`config.mk`:
```
export PLATFORM = sky130hd
export DESIGN_NAME = mem_arbiter
export DESIGN_NICKNAME = d
export VERILOG_FILES = /design/src/rtl/mem_arbiter.sv
export SDC_FILE = /design/constraint.sdc
export NUM_CORES = 1
export LEC_CHECK = 0
export CAP_MARGIN = 0
export CELL_PAD_IN_SITES_DETAIL_PLACEMENT = 1
export CELL_PAD_IN_SITES_GLOBAL_PLACEMENT = 1
export CORE_UTILIZATION = 31
export DETAILED_ROUTE_END_ITERATION = 7
export PLACE_DENSITY = 0.92
export SLEW_MARGIN = 20
export SYNTH_ARGS = -nofsm -noshare
export SYNTH_HDL_FRONTEND = slang
export SYNTH_SLANG_ARGS = --single-unit
```
`constraint.sdc`:
```
create_clock -name clk -period 3.98 [get_ports clk]
set_clock_uncertainty 0.05 [all_clocks]
set_input_delay 0.796 -clock clk [delete_from_list [all_inputs] [get_ports clk]]
set_output_delay 0.796 -clock clk [all_outputs]
set_load 0.1 [all_outputs]
```
`src/rtl/mem_arbiter.sv`:
```
// Two-port arbiter sharing one single-port unified memory between an instruction
// fetch port (read-only) and a data port (read/write); one access in flight at a time.
module mem_arbiter #(
    parameter int LAT  = 2,
    parameter int MAXD = 4
) (
    input  logic        clk,
    input  logic        reset,
    input  logic        ireq,
    input  logic [31:0] iaddr,
    output logic [31:0] irdata,
    output logic        iready,
    input  logic        dreq,
    input  logic        dwe,
    input  logic [31:0] daddr,
    input  logic [31:0] dwdata,
    output logic [31:0] drdata,
    output logic        dready,
    output logic        istall,
    output logic        dstall,
    output logic        mem_en,
    output logic        mem_we,
    output logic [31:0] mem_addr,
    output logic [31:0] mem_wdata,
    input  logic [31:0] mem_rdata,
    output logic [1:0]  dbg_state
);

    // Handshake: a requester raises req with addr/dwe/dwdata and holds all of them
    // stable until its one-cycle ready pulse; request fields are latched at grant.

    typedef enum logic [1:0] {
        IDLE   = 2'd0,
        BUSY_I = 2'd1,
        BUSY_D = 2'd2
    } state_t;

    state_t      state;
    state_t      state_nxt;
    logic [3:0]  dstreak;
    logic [3:0]  dstreak_nxt;
    logic [2:0]  cnt;
    logic        acc_we;
    logic        ielig;
    logic        delig;
    logic        grant_i;
    logic        grant_d;
    logic        done;

    assign ielig     = ireq & ~iready;
    assign delig     = dreq & ~dready;
    assign done      = (state != IDLE) && (cnt == 3'(LAT));
    assign istall    = ireq & ~iready;
    assign dstall    = dreq & ~dready;
    assign dbg_state = state;

    // The cycle carrying a ready pulse is a turnaround cycle: no grant is made in it.
    always_comb begin
        state_nxt   = state;
        dstreak_nxt = dstreak;
        grant_i     = 1'b0;
        grant_d     = 1'b0;
        case (state)
            IDLE: begin
                if (!(iready || dready)) begin
                    if (delig && !(ielig && (dstreak == 4'(MAXD)))) begin
                        grant_d   = 1'b1;
                        state_nxt = BUSY_D;
                        if (ielig && (dstreak != 4'(MAXD))) begin
                            dstreak_nxt = dstreak + 4'd1;
                        end
                    end else if (ielig) begin
                        grant_i     = 1'b1;
                        state_nxt   = BUSY_I;
                        dstreak_nxt = 4'd0;
                    end
                end
            end
            BUSY_I, BUSY_D: begin
                if (done) begin
                    state_nxt = IDLE;
                end
            end
            default: state_nxt = IDLE;
        endcase
    end

    always_ff @(posedge clk) begin
        if (reset) begin
            state   <= IDLE;
            dstreak <= 4'd0;
        end else begin
            state   <= state_nxt;
            dstreak <= dstreak_nxt;
        end
    end

    // cnt is 0 in the mem_en cycle, so read data is on mem_rdata when cnt == LAT.
    always_ff @(posedge clk) begin
        if (reset) begin
            mem_en    <= 1'b0;
            mem_we    <= 1'b0;
            mem_addr  <= 32'd0;
            mem_wdata <= 32'd0;
            iready    <= 1'b0;
            dready    <= 1'b0;
            irdata    <= 32'd0;
            drdata    <= 32'd0;
            cnt       <= 3'd0;
            acc_we    <= 1'b0;
        end else begin
            mem_en <= 1'b0;
            mem_we <= 1'b0;
            iready <= 1'b0;
            dready <= 1'b0;
            if (grant_d) begin
                mem_en    <= 1'b1;
                mem_we    <= dwe;
                mem_addr  <= daddr;
                mem_wdata <= dwdata;
                acc_we    <= dwe;
                cnt       <= 3'd0;
            end else if (grant_i) begin
                mem_en   <= 1'b1;
                mem_addr <= iaddr;
                acc_we   <= 1'b0;
                cnt      <= 3'd0;
            end else if (state != IDLE) begin
                cnt <= cnt + 3'd1;
            end
            if (done) begin
                if (state == BUSY_I) begin
                    irdata <= mem_rdata;
                    iready <= 1'b1;
                end else begin
                    if (!acc_we) begin
                        drdata <= mem_rdata;
                    end
                    dready <= 1'b1;
                end
            end
        end
    end

endmodule
```
==> results.toml, run 1 <==
[synthesis]
syn_avg_cell_area_um2 = 8.621
synth_edf_count = 0
synth.net_count = 776
synth_seq_cells = 142
synth_area_leader_cell = "dfxtp_1"
synthArstFlopShare_pct = 0
syn_area_um2 = 5492
synth.top_cell.area_share_pct = 51.77
yosysMostFrequentCell = "nand2_1"
yosysWarnings = 0
ys_top_cells_by_count = "nand2_1 (210), dfxtp_1 (142), a21oi_1 (105)"
ys_seq_area_share_pct = 51.77
synth_ff_type = "dfxtp_1"
yosys-top-cells-area = "dfxtp_1 (52%), nand2_1 (14%), a21oi_1 (9.6%), mux2i_1 (3.8%), o2bb2ai_1 (3.3%)"
synth_cells = 637
synth_cell_types = 43

[clocking]
post_cts_resized = 0
postCtsHoldBufs = 0
cts_tree = "built"
cts-htree-levels = 4
cts_sinks = 142
clk_pin_slew_ns = 0.05
cts_buffers = 17
clock_path_buffers = 2
clk_latency_ns = 0.41
cts_setup_buffers = 0
clock-root-buffer = "clkbuf_16"

[worst_setup_path]
crit-reg2reg-launch = "dstreak[0]$_SDFFE_PP0P_"
path_class = "input port to output port"
crit_start = "dreq"
cp.required_ns = 3.13
startpoint_type = "input port"
cp.arrival_ns = 2.12
path_max_fanout = 9
crit_path_end_kind = "output port"

[sta]
post-route-min-period_ns = 2.962
rsz0062_at_grt = "no"
timing.setup.tns_ns = 0
slew_violations = 0
max_slew_margin_pct = 29.99
hold_violations = 0
max_freq_mhz = 337.6
fin_ws_ns = 1.018
worstMarginPinSlew_ns = 1.047
fin_crit_sh_pct = 74.43
finalSetupViolCount = 0

[power]
power-per-cell-area_nw_per_um2 = 508.5
p_leak_nw = 3.127
vdd_drop_max_mv = 0.3014

[global_routing]
use_met2_pct = 36.78
top_usage_layer = "met2"
grt_pass1_vias = 5666
grt.overflow.total = 0
met3_usage_pct = 6.006
grt_use_total_pct = 21.01
grt_max_degree = 73
antenna_found_initial = 0
grt_pass1_wl_mm = 29.80
use_met1_pct = 23.08

[floorplanning]
rows = 48
die-height_um = 135.1
ioPinCount = 269
die_w_um = 135.1
dieArea_um2 = 18250
initial_core_util_pct = 31.75
core_um2 = 17300

[routing]
first_iter_violations = 208
wl_per_cell_um = 17.06
finalWirelength_mm = 19.19
avgViaCountPerCell = 4.846
drc = 0
num_vias = 5452
ant_nets = 0
dr.pass1.iters = 4

[finish]
num-fill-cells = 2005
drive_gt1_share_pct = 7.778
antenna_cells = 0
nNetsFinal = 1026
area_delta_synth_final_pct = 61.43

[outcome]
status = "complete, no violations"

[flow_run]
cap_violations = 0

[worst_hold_path]
hold_path_class = "flip-flop to flip-flop"
min-delay-start = "irdata[31]$_SDFFE_PP0P_"

[placed_design]
post-place-ws_ns = 0.9451
port_buffers = 268
gp_congestion = 0.7944
dp_hpwl_mm = 13.88
where the power goes:
part	switching (mW)	internal, mW
Combinational	0.974	0.385
Clock	0.621	0.959
Sequential	0.0519	1.52
Total	1.65	2.86
per-stage QoR:
| stage | instances | util (%) | hold slack, ns | total power [mW] | instance area, um^2 |
|---|---|---|---|---|---|
| 3_3_place_gp | 1093 | 47.82 | 0.3906 | 2.936 | 8272 |
| 6_report | 1125 | 51.25 | 0.4012 | 4.508 | 8865 |
| 5_1_grt | 1125 | 51.25 | 0.4157 | 4.684 | 8865 |
| 3_5_place_dp | 1093 | 47.82 | 0.3975 | 2.962 | 8272 |
| 4_1_cts | 1125 | 51.25 | 0.4055 | 4.564 | 8865 |
| 2_1_floorplan | 637 | - | 0.4116 | 2.567 | 5492 |
flip-flops by register name, summed over array words and instances, names as in the netlist:
register   cells
cnt            3
dbg_state      2
mem_we         1
mem_addr      32
mem_en         1
acc_we         1
drdata        32
dstreak        4
dready         1
irdata        32
mem_wdata     32
iready         1
layer usage:
metal / wire, um / up-vias
li1: - / 2621
met1: 7629 / 2595
met2: 9641 / 182
met3: 1199 / 54
met4: 717 / 0
met5: 0 / -
worst max-delay path: stages:
cell,delay (ns)
clkdlybuf4s50_1,0.66
nand2b_1,0.23
inv_1,0.12
buf_4,0.30
path summary, 6_finish.rpt:
check / end / slack, ns / cells after the start
worst max register to register: mem_wdata[8]$_SDFFE_PP0P_ / 1.59 / 7
worst min-delay path: irdata[31]$_SDFFE_PP0P_ / 0.40 / 2
worst max-delay path: dstall / 1.02 / 4
worst min register to register: irdata[31]$_SDFFE_PP0P_ / 0.40 / 2
cell families (layout without fill, tap and decap cells):
kind of cell | after synthesis | in the layout | share of synthesized area, %
muxes | 21 | 21 | 3.828
xor gates and xnor gates | 2 | 2 | 0.3190
DFF | 142 | 142 | 51.77
AOI/OAI and AO/OA | 153 | 153 | 17.89
and+or+nand+nor | 256 | 256 | 19.18
adders and majority gates | 6 | 6 | 1.367
buffers and inverters | 57 | 320 | 5.651
final cells by class:
type | count | area (um^2) | area share, %
clock buffer | 20 | 456.7 | 5.152
inverter | 8 | 30.03 | 0.3387
clock inverter | 12 | 136.4 | 1.538
multi-input combinational | 438 | 2352 | 26.53
tap | 225 | 281.5 | 3.176
timing repair buffer | 280 | 2765 | 31.19
sequential | 142 | 2843 | 32.07
layout by cell type (no fill, tap or decap), types with 2 or more instances in the layout:
master | synthesis | final
o2bb2ai_1 | 21 | 21
mux2i_1 | 21 | 21
a21oi_2 | 8 | 8
clkdlybuf4s50_1 | 0 | 265
dfxtp_1 | 142 | 142
nor2_1 | 20 | 20
nor2b_1 | 2 | 2
clkbuf_16 | 0 | 17
nand2b_1 | 3 | 3
nand4_1 | 3 | 3
o32ai_1 | 2 | 2
a211oi_2 | 12 | 11
a21oi_1 | 105 | 105
buf_4 | 0 | 15
nand2_1 | 210 | 210
inv_1 | 8 | 8
clkinvlp_4 | 0 | 6
ha_1 | 6 | 6
inv_6 | 0 | 2
nand3_1 | 2 | 2
clkbuf_8 | 0 | 2
bufinv_16 | 0 | 2
nor3_1 | 2 | 2
Power figures use the tool's default switching activity.
==> run 2: changes to the inputs <==
--- a/config.mk
+++ b/config.mk
@@ -8,9 +8,9 @@
 export CAP_MARGIN = 0
 export CELL_PAD_IN_SITES_DETAIL_PLACEMENT = 1
 export CELL_PAD_IN_SITES_GLOBAL_PLACEMENT = 1
-export CORE_UTILIZATION = 31
+export CORE_UTILIZATION = 26
 export DETAILED_ROUTE_END_ITERATION = 7
-export PLACE_DENSITY = 0.92
+export PLACE_DENSITY = 0.83
 export SLEW_MARGIN = 20
 export SYNTH_ARGS = -nofsm -noshare
 export SYNTH_HDL_FRONTEND = slang
==> constraint.sdc (replaced) <==
create_clock -name clk -period 2.5 [get_ports clk]
set_clock_uncertainty 0.05 [all_clocks]
set_input_delay 0.5 -clock clk [delete_from_list [all_inputs] [get_ports clk]]
set_output_delay 0.5 -clock clk [all_outputs]
set_load 0.1 [all_outputs]
==> run 2 against run 1 <==
Clock power is 67% higher. Combinational power is 57% higher. Via count decreased by 1.9%. Global-route usage decreased by 3.9 points.
==> results.toml, run 2 (synthesis gave the netlist of run 1 again) <==
[global_routing]
antenna_found_initial = 1
grt_pass1_vias = 5545
grt_max_degree = 54
grt_use_total_pct = 17.07
grt.overflow.total = 0
grt_pass1_wl_mm = 29.14

[finish]
final_common_cell = "nand2_1"
ff_latch_area_um2 = 2845
drive_gt1_share_pct = 23.28
multi_input_area_um2 = 2355
num-fill-cells = 2401
final_util_pct = 42.41
nNetsFinal = 1028
layout_common_cells = "nand2_1 (210), buf_4 (146), dfxtp_1 (140)"
area_delta_synth_final_pct = 58.26
design_area_um2 = 8691

[floorplanning]
ioPinCount = 269
die-height_um = 147.3
die_w_um = 147.3
core_um2 = 20490
initial_core_util_pct = 26.79
rows = 52
dieArea_um2 = 21710

[sta]
worstMarginPinSlew_ns = 0.8893
slew_violations = 0
hold_violations = 0
finalSetupViolCount = 0
timing.setup.tns_ns = 0
fin_crit_sh_pct = 88.09
rsz0062_at_grt = "no"
holdWs_ns = 0.4023
max_freq_mhz = 454.1
max_slew_margin_pct = 40.32
post-route-min-period_ns = 2.202

[worst_setup_path]
crit_start = "dstreak[0]$_SDFFE_PP0P_"
startpoint_type = "flip-flop"
cp_slowest_cell = "o21ai_1"
crit_chain = "inv_1 > ha_1 > and3b_1 > o21ai_1 > nand2_1 > a211oi_2"
path_class = "flip-flop to flip-flop"
crit-reg2reg-launch = "dstreak[0]$_SDFFE_PP0P_"
crit_path_end_kind = "flip-flop"
rr_worst_depth = 6
slowest_delay_ns = 0.74
reg2reg_to = "mem_addr[10]$_SDFFE_PP0P_"
cp.arrival_ns = 2.49
ff2ff_setup_slack_ns = 0.30
cp.required_ns = 2.78
path_max_fanout = 11

[clocking]
clock_path_buffers = 2
post_cts_resized = 0
clk_latency_ns = 0.42
cts_buffers = 17
clk_pin_slew_ns = 0.06
cts-htree-levels = 4
cts_tree = "built"
cts_setup_buffers = 0
clock-root-buffer = "clkbuf_16"
postCtsHoldBufs = 0
cts_sinks = 142

[routing]
finalWirelength_mm = 18.64
first_iter_violations = 179
dr.pass1.iters = 4
ant_nets = 0
wl_per_cell_um = 15.89
num_vias = 5350
avgViaCountPerCell = 4.561
drc = 0

[power]
power.total_mw = 7.274
p_leak_nw = 3.439
power-per-cell-area_nw_per_um2 = 837.0
vdd_drop_max_mv = 0.4170

[placed_design]
dpl_cell_area_um2 = 8075
dp_hpwl_mm = 13.06
gp_congestion = 0.7643
port_buffers = 268

[worst_hold_path]
hold_path_end = "iready$_SDFF_PP0_"
min-delay-start = "reset"
hold_path_class = "input port to flip-flop"
min_delay_path_depth = 2

[outcome]
status = "complete, no violations"

[flow_run]
cap_violations = 0
## run 2: cell types whose count changed in the layout (fill, tap and decap cells not counted), moves of 2 or more
cell / delta
dfxtp_1: -2
clkinvlp_4: -4
clkinv_2: +3
clkdlybuf4s50_1: -134
dfxtp_2: +2
buf_4: +131
buf_12: +5
## run 2: worst max-delay path, delay by kind of cell (launching register included)
kind | cells | cell delay [ns]
buffers and inverters | 1 | 0.08
and+or+nand+nor | 2 | 0.46
AOI/OAI and AO/OA | 2 | 0.95
DFF | 1 | 0.37
adders and majority gates | 1 | 0.21
## run 2: through the flow
| stage | worst slack (ns) | instances |
|---|---|---|
| floorplan | 0.1029 | 637 |
| global placement | 0.2105 | 1140 |
| detailed placement | 0.1214 | 1140 |
| CTS | 0.2729 | 1172 |
| global route | 0.1690 | 1173 |
| finish | 0.2978 | 1173 |
## run 2: area by class of cell
class / instances / area share [%]
multi-input combinational: 438 / 27.09
antenna: 1 / 0.02879
clock inverter: 13 / 1.843
inverter: 8 / 0.3455
tap: 270 / 3.887
timing repair buffer: 282 / 28.85
clock buffer: 19 / 5.212
sequential: 142 / 32.74
## run 2: power by group
| part | total, mW | internal [mW] | switching [mW] |
|---|---|---|---|
| sequential | 2.50 | 2.42 | 0.0865 |
| combinational | 2.13 | 0.586 | 1.54 |
| clock | 2.64 | 1.62 | 1.02 |
| total | 7.27 | 4.63 | 2.65 |
## run 2: metal layers
metal / global-route usage [%] / up-vias / share of wire [%]
met5: 0 / - / 0
li1: - / 2631 / -
met2: 30.00 / 139 / 51
met3: 5.435 / 23 / 5.5
met4: 5.876 / 0 / 1.7
met1: 19.35 / 2557 / 42
## run 2: how the worst max path moves through the flow
stage                                      endpoint  slack, ns  cells past startpoint
after floorplan             drdata[23]$_SDFFE_PP0P_       0.10                      9
after global routing       mem_addr[7]$_SDFFE_PP0P_       0.17                      6
after detailed placement  mem_addr[10]$_SDFFE_PP0P_       0.12                      5
after global placement     mem_addr[5]$_SDFFE_PP0P_       0.21                      5
final                     mem_addr[10]$_SDFFE_PP0P_       0.30                      6
after CTS                 mem_addr[10]$_SDFFE_PP0P_       0.27                      6
==> run 3: changes to the inputs <==
--- a/config.mk
+++ b/config.mk
@@ -8,9 +8,11 @@
 export CAP_MARGIN = 0
 export CELL_PAD_IN_SITES_DETAIL_PLACEMENT = 1
 export CELL_PAD_IN_SITES_GLOBAL_PLACEMENT = 1
-export CORE_UTILIZATION = 26
+export CORE_UTILIZATION = 40
 export DETAILED_ROUTE_END_ITERATION = 7
-export PLACE_DENSITY = 0.83
+export DONT_BUFFER_PORTS = 1
+export GPL_ROUTABILITY_DRIVEN = 0
+export PLACE_DENSITY = 0.81
 export SLEW_MARGIN = 20
 export SYNTH_ARGS = -nofsm -noshare
 export SYNTH_HDL_FRONTEND = slang
==> run 3 against run 2 <==
Setup slack worse by 0.039 ns. Combinational power down 11%. Cell area down 18%. Largest cell class unchanged. Hold slack worse by 0.29 ns. Die area down 35%. Global-route usage up 7.1 points. Fmax down 1.7%. Final cell count down 20%.
==> results.toml, run 3 (synthesis gave the netlist of run 1 again) <==
[outcome]
status = "complete, no violations"

[power]
power-per-cell-area_nw_per_um2 = 973.8
power.total_mw = 6.977
clockPowerShare_pct = 37.5
switching_share_pct = 35.73
pwr-share-seq_pct = 35.4
netSwitchingPower_mw = 2.493
vdd_drop_max_mv = 0.5524
p_int_mw = 4.484
p_leak_nw = 2.879
pwr-share-comb_pct = 27.1

[clocking]
cts_tree = "built"
clock-root-buffer = "clkbuf_16"
clk_pin_slew_ns = 0.06
clk_latency_ns = 0.41
clock_path_buffers = 2
cts_buffers = 17
cts_setup_buffers = 0
cts-htree-levels = 4
cts_sinks = 142

[worst_setup_path]
crit-reg2reg-launch = "dbg_state[1]$_SDFFE_PP0P_"
critical_path.top_delay_family = "buffers and inverters"
cp.buffers_inverters = 2
startpoint_type = "flip-flop"
rr_worst_depth = 7
path_max_fanout = 64
cp.arrival_ns = 2.48
path_class = "flip-flop to flip-flop"
cp_slowest_cell = "ha_1"
ff2ff_setup_slack_ns = 0.26
crit_chain = "inv_1 > ha_1 > nand2b_1 > a211oi_4 > buf_12 > mux2i_1 > o2bb2ai_1"
reg2reg_to = "mem_addr[8]$_SDFFE_PP0P_"
crit_path_end_kind = "flip-flop"
slowest_delay_ns = 0.38
cp.required_ns = 2.74

[global_routing]
grt_pass1_wl_mm = 26.89
grt_use_total_pct = 24.16
grt_max_degree = 119
antenna_found_initial = 1
grt_pass1_vias = 5429
grt.overflow.total = 0

[finish]
layout_common_cells = "nand2_1 (210), buf_4 (144), dfxtp_1 (140)"
finalNonFillerCells = 940
final_util_pct = 53.89
nNetsFinal = 891
design_area_um2 = 7164
area_delta_synth_final_pct = 30.46
drive_gt1_share_pct = 26.57
final_common_cell = "nand2_1"
antenna_cells = 0

[routing]
avgViaCountPerCell = 5.271
ant_nets = 0
dr.pass1.iters = 4
drc = 0
first_iter_violations = 217
num_vias = 4955
finalWirelength_mm = 17.15
wl_per_cell_um = 18.25

[worst_hold_path]
hold_path_class = "input port to flip-flop"
min-delay-start = "reset"
hold_path_end = "drdata[12]$_SDFFE_PP0P_"
min_delay_path_depth = 1

[sta]
timing.setup.tns_ns = 0
max_slew_margin_pct = 42.17
hold_violations = 0
rsz0062_at_grt = "no"
worstMarginPinSlew_ns = 0.8616
post-route-min-period_ns = 2.241
slew_violations = 0
max_freq_mhz = 446.2
fin_crit_sh_pct = 89.64
finalSetupViolCount = 0

[floorplanning]
initial_core_util_pct = 41.30
dieArea_um2 = 14200
core_um2 = 13300
ioPinCount = 269
rows = 42
die_w_um = 119.2
die-height_um = 119.2

[placed_design]
dpl_cell_area_um2 = 6551
port_buffers = 0
dp_hpwl_mm = 12.06
placed_cells = 909

[flow_run]
cap_violations = 0
run 3: changes by cell type in the layout (fill, tap and decap cells not counted), sizes merged:
cell and change:
bufinv +1, clkdlybuf4s50 -131, diode -1, buf -6, inv -2
run 3: cell type report:
| type | instances | area [um^2] |
|---|---|---|
| inverter | 8 | 30.03 |
| multi-input combinational | 438 | 2356 |
| sequential | 142 | 2845 |
| clock buffer | 19 | 442.9 |
| timing repair buffer | 145 | 1101 |
| tap | 176 | 220.2 |
| fill | 1571 | 6131 |
| clock inverter | 12 | 168.9 |
run 3: worst max-delay path by stage:
stage | startpoint | end | slack (ns) | cells past startpoint
floorplan | dbg_state[1]$_SDFFE_PP0P_ | drdata[23]$_SDFFE_PP0P_ | 0.10 | 9
global placement | dstreak[0]$_SDFFE_PP0P_ | mem_wdata[21]$_SDFFE_PP0P_ | 0.37 | 7
detailed placement | dstreak[0]$_SDFFE_PP0P_ | mem_wdata[17]$_SDFFE_PP0P_ | 0.20 | 7
CTS | dstreak[0]$_SDFFE_PP0P_ | mem_wdata[17]$_SDFFE_PP0P_ | 0.16 | 7
global route | dbg_state[1]$_SDFFE_PP0P_ | mem_addr[17]$_SDFFE_PP0P_ | 0.11 | 7
finish | dbg_state[1]$_SDFFE_PP0P_ | mem_addr[8]$_SDFFE_PP0P_ | 0.26 | 7
run 3: power by group through the flow:
stage / sequential [mW] / clock, mW / combinational [mW]
after floorplan: 3.57 / 0 / 0.515
after global placement: 2.51 / 0 / 1.82
after detailed placement: 2.52 / 0 / 1.89
after CTS: 2.47 / 2.66 / 1.90
after global routing: 2.48 / 2.78 / 1.96
final: 2.47 / 2.61 / 1.89
run 3: repair_timing:
item                       4_1_cts  5_1_grt
gates resized for setup          0        1
setup endpoints to repair        0        4
hold buffers                     0        0
run 3: layer usage:
layer	global-route usage, %	up-vias	share of wire (%)
met5	0	-	0.082
li1	-	2350	-
met3	6.657	46	5.8
met2	45.60	180	53
met4	12.18	2	3.4
met1	23.93	2377	38
run 3: through the flow:
stage | hold slack [ns] | setup slack, ns
floorplan | 0.4116 | 0.1029
global placement | 0.3873 | 0.3668
detailed placement | 0.3925 | 0.1995
CTS | 0.08321 | 0.1552
global route | 0.08131 | 0.1118
finish | 0.1087 | 0.2590
